## src/rtl/bnn_pin_driver_if.sv

```systemverilog
// Host-side handshake bundle for bnn_pin_driver.
//   start_load              : request a parameter-chain load
//   s_valid/s_ready/s_data  : parameter byte stream, MSB first
//   load_done               : one-cycle pulse at the end of a load
//   infer_valid/ready/x     : inference request carrying two nibbles
//   result_valid/result     : captured BNN output and its qualifier
//   busy                    : driver is not idle
// master = host (controller firmware side), slave = bnn_pin_driver.
interface bnn_pin_driver_if;
    localparam int unsigned BYTE_W = 8;

    logic              start_load;
    logic              s_valid;
    logic              s_ready;
    logic [BYTE_W-1:0] s_data;
    logic              load_done;
    logic              infer_valid;
    logic              infer_ready;
    logic [BYTE_W-1:0] infer_x;
    logic              result_valid;
    logic [BYTE_W-1:0] result;
    logic              busy;

    modport master (
        output start_load, s_valid, s_data, infer_valid, infer_x,
        input  s_ready, load_done, infer_ready, result_valid, result, busy
    );

    modport slave (
        input  start_load, s_valid, s_data, infer_valid, infer_x,
        output s_ready, load_done, infer_ready, result_valid, result, busy
    );
endinterface

```

## src/rtl/bnn_pin_driver.sv

```systemverilog
// Host-side initiator for the BNN pin protocol. Serialises a byte stream into
// the setup/param chain and runs inferences by presenting two nibbles on
// bnn_x and capturing bnn_y. Generates the slow bnn_clk from clk.
//
// Ports:
//   clk, rst_n      : system clock, asynchronous active-low reset
//   host            : bnn_pin_driver_if.slave handshake bundle
//   bnn_clk         : generated user clock (DIV cycles low, DIV cycles high)
//   bnn_setup       : high while the parameter chain is being loaded
//   bnn_param       : chain data bit
//   bnn_bank_hi     : selects which nibble bnn_x carries
//   bnn_x[3:0]      : input nibble
//   bnn_y[7:0]      : BNN outputs
//   load_sum[7:0]   : XOR of bytes accepted in the last load
//                     (only with BNN_DRV_CHECKSUM_EN defined)
//
// Parameters: CHAIN_BITS (multiple of 8, >= 8), DIV (>= 1), SETTLE (>= 1).
// Pin data only moves while bnn_clk is low or on its falling cycle.
module bnn_pin_driver #(
    parameter int unsigned CHAIN_BITS = 256,
    parameter int unsigned DIV        = 2,
    parameter int unsigned SETTLE     = 4
) (
    input  logic             clk,
    input  logic             rst_n,
    bnn_pin_driver_if.slave  host,
    output logic             bnn_clk,
    output logic             bnn_setup,
    output logic             bnn_param,
    output logic             bnn_bank_hi,
    output logic [3:0]       bnn_x,
    input  logic [7:0]       bnn_y
`ifdef BNN_DRV_CHECKSUM_EN
    ,
    output logic [7:0]       load_sum
`endif
);

    localparam int unsigned BC_W = $clog2(CHAIN_BITS + 1);
    localparam int unsigned PH_W = (DIV > 1) ? $clog2(DIV) : 1;
    localparam int unsigned ST_W = (SETTLE > 1) ? $clog2(SETTLE) : 1;
    localparam int unsigned SR_W = 4;

    localparam logic [BC_W-1:0] LAST_BIT = BC_W'(CHAIN_BITS - 1);
    localparam logic [PH_W-1:0] PH_LAST  = PH_W'(DIV - 1);
    localparam logic [ST_W-1:0] ST_LAST  = ST_W'(SETTLE - 1);

    typedef enum logic [2:0] {
        IDLE     = 3'd0,
        LOAD     = 3'd1,
        INF_LO   = 3'd2,
        INF_HI   = 3'd3,
        SETTLE_W = 3'd4
    } state_t;

    state_t          state;
    logic            armed;          // low only during the first cycle out of reset
    logic [BC_W-1:0] bit_cnt;        // chain bits fully clocked in this load
    logic [PH_W-1:0] ph_cnt;         // position inside the current bnn_clk half-period
    logic [ST_W-1:0] st_cnt;
    logic [6:0]      shreg;          // bits still to send after bnn_param
    logic [SR_W-1:0] sr_cnt;         // bits held in the byte register, 0 = empty
    logic [3:0]      x_hi_q;
    logic [7:0]      result_q;
    logic            result_valid_q;
    logic            load_done_q;

    logic idle_c;
    logic take_load_c;
    logic take_infer_c;
    logic ph_end_c;
    logic byte_last_c;
    logic chain_last_c;
    logic boundary_c;
    logic s_ready_c;
    logic accept_c;

    // Handshake decode; start_load wins over infer_valid in the same cycle.
    always_comb begin
        idle_c       = (state == IDLE) && armed;
        take_load_c  = idle_c && host.start_load;
        take_infer_c = idle_c && !host.start_load && host.infer_valid;
        ph_end_c     = (ph_cnt == PH_LAST);
        byte_last_c  = (sr_cnt == SR_W'(1));
        chain_last_c = (bit_cnt == LAST_BIT);
        // Last high cycle of a byte that is not the end of the chain: a new
        // byte taken here starts its low phase on the very next cycle.
        boundary_c   = (state == LOAD) && bnn_clk && ph_end_c && byte_last_c && !chain_last_c;
        s_ready_c    = take_load_c || ((state == LOAD) && (sr_cnt == '0)) || boundary_c;
        accept_c     = host.s_valid && s_ready_c;
    end

    assign host.s_ready      = s_ready_c;
    assign host.infer_ready  = idle_c && !host.start_load;
    assign host.busy         = (state != IDLE);
    assign host.load_done    = load_done_q;
    assign host.result_valid = result_valid_q;
    assign host.result       = result_q;

    // Main sequencer: state, clock generation and pin drive.
    always_ff @(posedge clk or negedge rst_n) begin
        if (!rst_n) begin
            state          <= IDLE;
            armed          <= 1'b0;
            bit_cnt        <= '0;
            ph_cnt         <= '0;
            st_cnt         <= '0;
            shreg          <= '0;
            sr_cnt         <= '0;
            x_hi_q         <= '0;
            result_q       <= '0;
            result_valid_q <= 1'b0;
            load_done_q    <= 1'b0;
            bnn_clk        <= 1'b0;
            bnn_setup      <= 1'b0;
            bnn_param      <= 1'b0;
            bnn_bank_hi    <= 1'b0;
            bnn_x          <= '0;
        end else begin
            armed       <= 1'b1;
            load_done_q <= 1'b0;

            case (state)
                IDLE: begin
                    if (take_load_c) begin
                        state     <= LOAD;
                        bnn_setup <= 1'b1;
                        bnn_clk   <= 1'b0;
                        bit_cnt   <= '0;
                        ph_cnt    <= '0;
                        if (host.s_valid) begin
                            bnn_param <= host.s_data[7];
                            shreg     <= host.s_data[6:0];
                            sr_cnt    <= SR_W'(8);
                        end else begin
                            sr_cnt    <= '0;
                        end
                    end else if (take_infer_c) begin
                        state       <= INF_LO;
                        x_hi_q      <= host.infer_x[7:4];
                        bnn_bank_hi <= 1'b0;
                        bnn_x       <= host.infer_x[3:0];
                        bnn_clk     <= 1'b0;
                        ph_cnt      <= '0;
                    end
                end

                LOAD: begin
                    if (sr_cnt == '0) begin
                        // Starved: bnn_clk parked low until a byte arrives.
                        if (accept_c) begin
                            bnn_param <= host.s_data[7];
                            shreg     <= host.s_data[6:0];
                            sr_cnt    <= SR_W'(8);
                            ph_cnt    <= '0;
                        end
                    end else if (!ph_end_c) begin
                        ph_cnt <= ph_cnt + PH_W'(1);
                    end else begin
                        ph_cnt <= '0;
                        if (!bnn_clk) begin
                            bnn_clk <= 1'b1;
                        end else begin
                            bnn_clk <= 1'b0;
                            bit_cnt <= bit_cnt + BC_W'(1);
                            if (chain_last_c) begin
                                state       <= IDLE;
                                bnn_setup   <= 1'b0;
                                bnn_param   <= 1'b0;
                                sr_cnt      <= '0;
                                load_done_q <= 1'b1;
                            end else if (!byte_last_c) begin
                                bnn_param <= shreg[6];
                                shreg     <= {shreg[5:0], 1'b0};
                                sr_cnt    <= sr_cnt - SR_W'(1);
                            end else if (accept_c) begin
                                bnn_param <= host.s_data[7];
                                shreg     <= host.s_data[6:0];
                                sr_cnt    <= SR_W'(8);
                            end else begin
                                sr_cnt    <= '0;
                            end
                        end
                    end
                end

                INF_LO, INF_HI: begin
                    if (!ph_end_c) begin
                        ph_cnt <= ph_cnt + PH_W'(1);
                    end else begin
                        ph_cnt <= '0;
                        if (!bnn_clk) begin
                            bnn_clk <= 1'b1;
                        end else begin
                            bnn_clk <= 1'b0;
                            if (state == INF_LO) begin
                                state       <= INF_HI;
                                bnn_bank_hi <= 1'b1;
                                bnn_x       <= x_hi_q;
                            end else begin
                                state  <= SETTLE_W;
                                st_cnt <= '0;
                            end
                        end
                    end
                end

                SETTLE_W: begin
                    // Capture after SETTLE cycles, hold one cycle for the pulse.
                    if (result_valid_q) begin
                        result_valid_q <= 1'b0;
                        state          <= IDLE;
                        bnn_bank_hi    <= 1'b0;
                        bnn_x          <= '0;
                    end else if (st_cnt == ST_LAST) begin
                        result_q       <= bnn_y;
                        result_valid_q <= 1'b1;
                    end else begin
                        st_cnt <= st_cnt + ST_W'(1);
                    end
                end

                default: begin
                    state <= IDLE;
                end
            endcase
        end
    end

`ifdef BNN_DRV_CHECKSUM_EN
    // Running XOR of accepted bytes, restarted on every load request.
    always_ff @(posedge clk or negedge rst_n) begin
        if (!rst_n) begin
            load_sum <= '0;
        end else if (take_load_c) begin
            load_sum <= host.s_valid ? host.s_data : 8'h00;
        end else if (accept_c) begin
            load_sum <= load_sum ^ host.s_data;
        end
    end
`endif

endmodule

```

## src/flat_wrapper.sv

```systemverilog
// flat-port wrapper written by rule: the top's interface ports become plain ports
module bnn_pin_driver_flat 
#(
    parameter int unsigned CHAIN_BITS = 256,
    parameter int unsigned DIV        = 2,
    parameter int unsigned SETTLE     = 4
)
  (clk, rst_n, bnn_clk, bnn_setup, bnn_param, bnn_bank_hi, bnn_x, bnn_y, host_start_load, host_s_valid, host_s_data, host_infer_valid, host_infer_x, host_s_ready, host_load_done, host_infer_ready, host_result_valid, host_result, host_busy);
  bnn_pin_driver_if host_i ();
  input  logic clk;
  input  logic rst_n;
  output logic bnn_clk;
  output logic bnn_setup;
  output logic bnn_param;
  output logic bnn_bank_hi;
  output logic [3:0] bnn_x;
  input  logic [7:0] bnn_y;
  input wire logic [$bits(host_i.start_load)-1:0] host_start_load;
  input wire logic [$bits(host_i.s_valid)-1:0] host_s_valid;
  input wire logic [$bits(host_i.s_data)-1:0] host_s_data;
  input wire logic [$bits(host_i.infer_valid)-1:0] host_infer_valid;
  input wire logic [$bits(host_i.infer_x)-1:0] host_infer_x;
  output wire logic [$bits(host_i.s_ready)-1:0] host_s_ready;
  output wire logic [$bits(host_i.load_done)-1:0] host_load_done;
  output wire logic [$bits(host_i.infer_ready)-1:0] host_infer_ready;
  output wire logic [$bits(host_i.result_valid)-1:0] host_result_valid;
  output wire logic [$bits(host_i.result)-1:0] host_result;
  output wire logic [$bits(host_i.busy)-1:0] host_busy;
  assign host_i.start_load = host_start_load;
  assign host_i.s_valid = host_s_valid;
  assign host_i.s_data = host_s_data;
  assign host_i.infer_valid = host_infer_valid;
  assign host_i.infer_x = host_infer_x;
  assign host_s_ready = host_i.s_ready;
  assign host_load_done = host_i.load_done;
  assign host_infer_ready = host_i.infer_ready;
  assign host_result_valid = host_i.result_valid;
  assign host_result = host_i.result;
  assign host_busy = host_i.busy;
  bnn_pin_driver #(.CHAIN_BITS(CHAIN_BITS), .DIV(DIV), .SETTLE(SETTLE)) u_core (.clk(clk), .rst_n(rst_n), .host(host_i), .bnn_clk(bnn_clk), .bnn_setup(bnn_setup), .bnn_param(bnn_param), .bnn_bank_hi(bnn_bank_hi), .bnn_x(bnn_x), .bnn_y(bnn_y));
endmodule
```

## config.mk

```make
export PLATFORM = sky130hd
export DESIGN_NAME = bnn_pin_driver_flat
export DESIGN_NICKNAME = d
export VERILOG_FILES = /design/src/rtl/bnn_pin_driver_if.sv /design/src/rtl/bnn_pin_driver.sv /design/src/flat_wrapper.sv
export SDC_FILE = /design/constraint.sdc
export NUM_CORES = 1
export LEC_CHECK = 0
export ABC_AREA = 1
export CORE_MARGIN = 2
export CORE_UTILIZATION = 55
export CTS_CLUSTER_SIZE = 40
export DETAILED_ROUTE_END_ITERATION = 8
export PLACE_DENSITY = 0.82
export SYNTH_ARGS = -nofsm -noshare
export SYNTH_HDL_FRONTEND = slang
export SYNTH_SLANG_ARGS = --single-unit
```

## constraint.sdc

```tcl
create_clock -name clk -period 4.1 [get_ports clk]
set_input_delay 0.82 -clock clk [delete_from_list [all_inputs] [get_ports clk]]
set_output_delay 0.82 -clock clk [all_outputs]
set_load 0.02 [all_outputs]
```

==> results.md <==
* Outcome: completed
* RSZ-0062 raised after global routing: false
* Power, Total at 0.002338 W
* CTS Buf Count at 5
* Fill count at 436
* Async SR Flop Fraction at 1.000
* Tot GR Track Use at 0.2224
* EDFF count, synth at 0
* Final clock skew at 0.005237 ns
* Root Buffer: clkbuf_8
* Syn nets at 380
* Iteration-0 DRC Markers at 148
* DRC violations left at 0
* Fin. Hold Viols at 0
* Detail Placement HPWL at 4413 um
* #FFs+latches synth at 49
* Crit-path slowest cell: clkdlybuf4s50_1
* Fin crit share at 0.7901
* Hold endpoint: u_core.bnn_x[2]$_DFFE_PN0P_
* Global placement routability congestion at 0.8212
* Nets at 431
* Power Dens Cells at 667.0 nW/um2
* TritonCTS clock tree: built
* Avg Cell Area, Syn at 8.338 um2
* Req. time, crit path at 3.28 ns
* Main area contributors after synthesis: dfrtp_1 43%, nand2_1 6.9%, inv_1 5.9%
* Yosys top cell by area: dfrtp_1
* Critical-path cell list: ha_1 > nand2_1 > nor2_1 > nand2_1 > nor2_1 > ha_1 > nor2_2 > nand2_2 > nand3_4 > clkdlybuf4s50_1
* Post-Place Setup Slack at 0.9063 ns
* Clock slew seen by the registers of the worst setup and hold paths at 0.09 ns
* Non-filler cells, final at 467
* Min setup slack post-route at 0.8606 ns
* Die Width at 76.32 um
* Maximum VDD drop at 0.3173 mV
* Synth top cells by count: 53 x nand2_1, 49 x dfrtp_1, 45 x inv_1, 39 x nor2_1, 22 x a21oi_1
* Maximum clock frequency at 308.7 MHz
* Share of layout cells above drive strength 1 at 0.1259
* Die ar. at 5825 um2
* CP Capture Type: primary output
* Largest net degree at the start of global routing at 50
* Worst R2R Path Depth at 15
* Inst Count DP at 459
* Min Tclk post-route at 3.239 ns
* R2R Setup Slk at 2.00 ns
* Worst setup SP type: flip-flop
* CP bufs+invs at 1
* Most common flop cell mapped by yosys: dfrtp_1
* Vias per Instance at 5.152
* Setup TNS at 0 ns
* Synth Instances at 345
* Hold path start: u_core.bnn_x[2]$_DFFE_PN0P_
* Drt first pass iters at 4
* Per-cell routed wire length at 12.90 um
* Reg-to-reg critical path endpoint: u_core.bnn_param$_DFFE_PN0P_
* Vias in the first global route at 2448
* CP peak stage delay at 0.62 ns
* Clock Path Buffers at 2
* Yosys cell types at 40
* Max-cap violations at 0
* Die Y at 76.32 um
* CTS H-tree lvls at 2
* Pleak at 1.619 nW
* Share of the synthesized area in the top cell type at 0.4263
* Final setup viols at 0
* Cell Area, Synth at 2877 um2
* Most common cell in the netlist: nand2_1
* Area grow syn2layout at 21.88%
* Cells on Worst Hold Path at 2
* Vias at 2406
* Post-CTS Repair Setup Buffers at 0
* Drt total wl at 6025 um
* Worst EP arrival at 2.42 ns
* CTS sink cnt at 49
* ANT nets after route at 0
* CP delay by family, top: buffers and inverters
* # rows at 26
* Slew Viols, Final at 0
* Insertion delay to the later sink of the worst-skew pair at 0.30 ns
* Worst-margin pin slew at 1.078 ns
* Hold Path Class: reg -> reg
* Core area at 5075 um2
* Largest fanout on the critical path at 8
* Post-synthesis sequential area ratio at 0.4263
* R2r startpoint: u_core.bit_cnt[0]$_DFFE_PN0P_
* Ys Warns at 0
* Initial antenna violation count at 0
* # port buffers at 49
* IO Count at 50
* Final core utilization at 0.6908
* Worst relative slew slack at 0.2811
* Gr ovfl total at 0
* Hold_buf cts at 0
* CTS resizes at 0
* Global-route wire length before repair at 10670 um
* Initial core utilization at 0.5668
* # diodes at 0
* Critical path class: reg -> out
[sequential cells by signal, indices dropped and copies added, names as in the netlist]
register / cells
u_core.host.result_valid: 1
u_core.st_cnt: 2
u_core.ph_cnt: 1
u_core.bnn_x: 4
u_core.sr_cnt: 4
u_core.host.result: 8
u_core.bnn_param: 1
u_core.bnn_setup: 1
u_core.x_hi_q: 4
u_core.bnn_bank_hi: 1
u_core.bit_cnt: 9
u_core.armed: 1
u_core.host.load_done: 1
u_core.bnn_clk: 1
u_core.shreg: 7
u_core.state: 3
[per-stage QoR]
| stage | hold WS [ns] | instance area [um2] |
|---|---|---|
| floorplan | 0.4781 | 2877 |
| global placement | 0.4733 | 3420 |
| detailed placement | 0.4808 | 3420 |
| CTS | 0.5033 | 3506 |
| global route | 0.5275 | 3506 |
| finish | 0.4981 | 3506 |
[placed cells by master (no fill, tap or decap), types with 6 or more instances in the layout]
master           synthesis  final
a21oi_1                 22     22
o21ai_0                 18     18
ha_1                     6      6
nand3_1                 21     21
nor3_1                  11     11
clkdlybuf4s50_1          0     48
o21a_1                   6      6
nand2_4                  6      6
o21ai_1                  9      9
mux2_2                   9      9
nor2_1                  39     39
nand2_1                 53     53
dfrtp_1                 49     49
inv_1                   45     45
[worst max-delay path by stage]
stage,from,to,cells after the start
floorplan,u_core.bit_cnt[0]$_DFFE_PN0P_,host_s_ready,9
global placement,host_start_load,host_s_ready,4
detailed placement,host_start_load,host_s_ready,4
CTS,u_core.bit_cnt[0]$_DFFE_PN0P_,host_s_ready,10
global route,u_core.bit_cnt[0]$_DFFE_PN0P_,host_s_ready,10
finish,u_core.bit_cnt[0]$_DFFE_PN0P_,host_s_ready,10
[per-layer routing]
metal,track usage,routed length [um]
met1,0.2822,2776
met2,0.3761,2878
met3,0.05095,308
met4,0.07455,62
met5,0,0
[layout make-up]
type / count / area [um2] / share of cell area
multi-input cells: 240 / 1426 / 0.4069
clock buffers: 6 / 72.57 / 0.02070
well taps: 70 / 87.58 / 0.02498
flip-flops and latches: 49 / 1226 / 0.3498
inverters: 51 / 193.9 / 0.05532
repair buffers: 49 / 485.5 / 0.1385
clock inverters: 2 / 13.76 / 0.003926
[where the power goes]
group	switching (W)	internal [W]	leakage [nW]	total, W
clock	0.000164	0.000122	0.0456	0.000286
sequential	0.000123	0.000631	0.605	0.000753
combinational	0.000817	0.000482	0.969	0.00130
[cell families after synthesis]
group                      count (synthesis)  share of synthesized area
AOI/OAI and AO/OA                         67                     0.1435
xor gates and xnor gates                   4                    0.01218
adders and majority gates                  6                    0.02610
buffers and inverters                     56                    0.07786
DFF                                       49                     0.4263
muxes                                      9                    0.03523
other                                      1                   0.001304
and+or+nand+nor                          153                     0.2775
[worst register-to-register path: stages, from the launching register on]
cell and delay (ns):
dfrtp_1 0.41, ha_1 0.24, nand2_1 0.11, nor2_1 0.06, nand2_1 0.07, nor2_1 0.04
ha_1 0.24, inv_1 0.08, nand2_1 0.08, nor2_1 0.18, nand2_1 0.07, inv_1 0.12
nand2_1 0.07, o21ai_0 0.07, nor2_1 0.06, a21boi_1 0.13
Power figures use the tool's default switching activity.
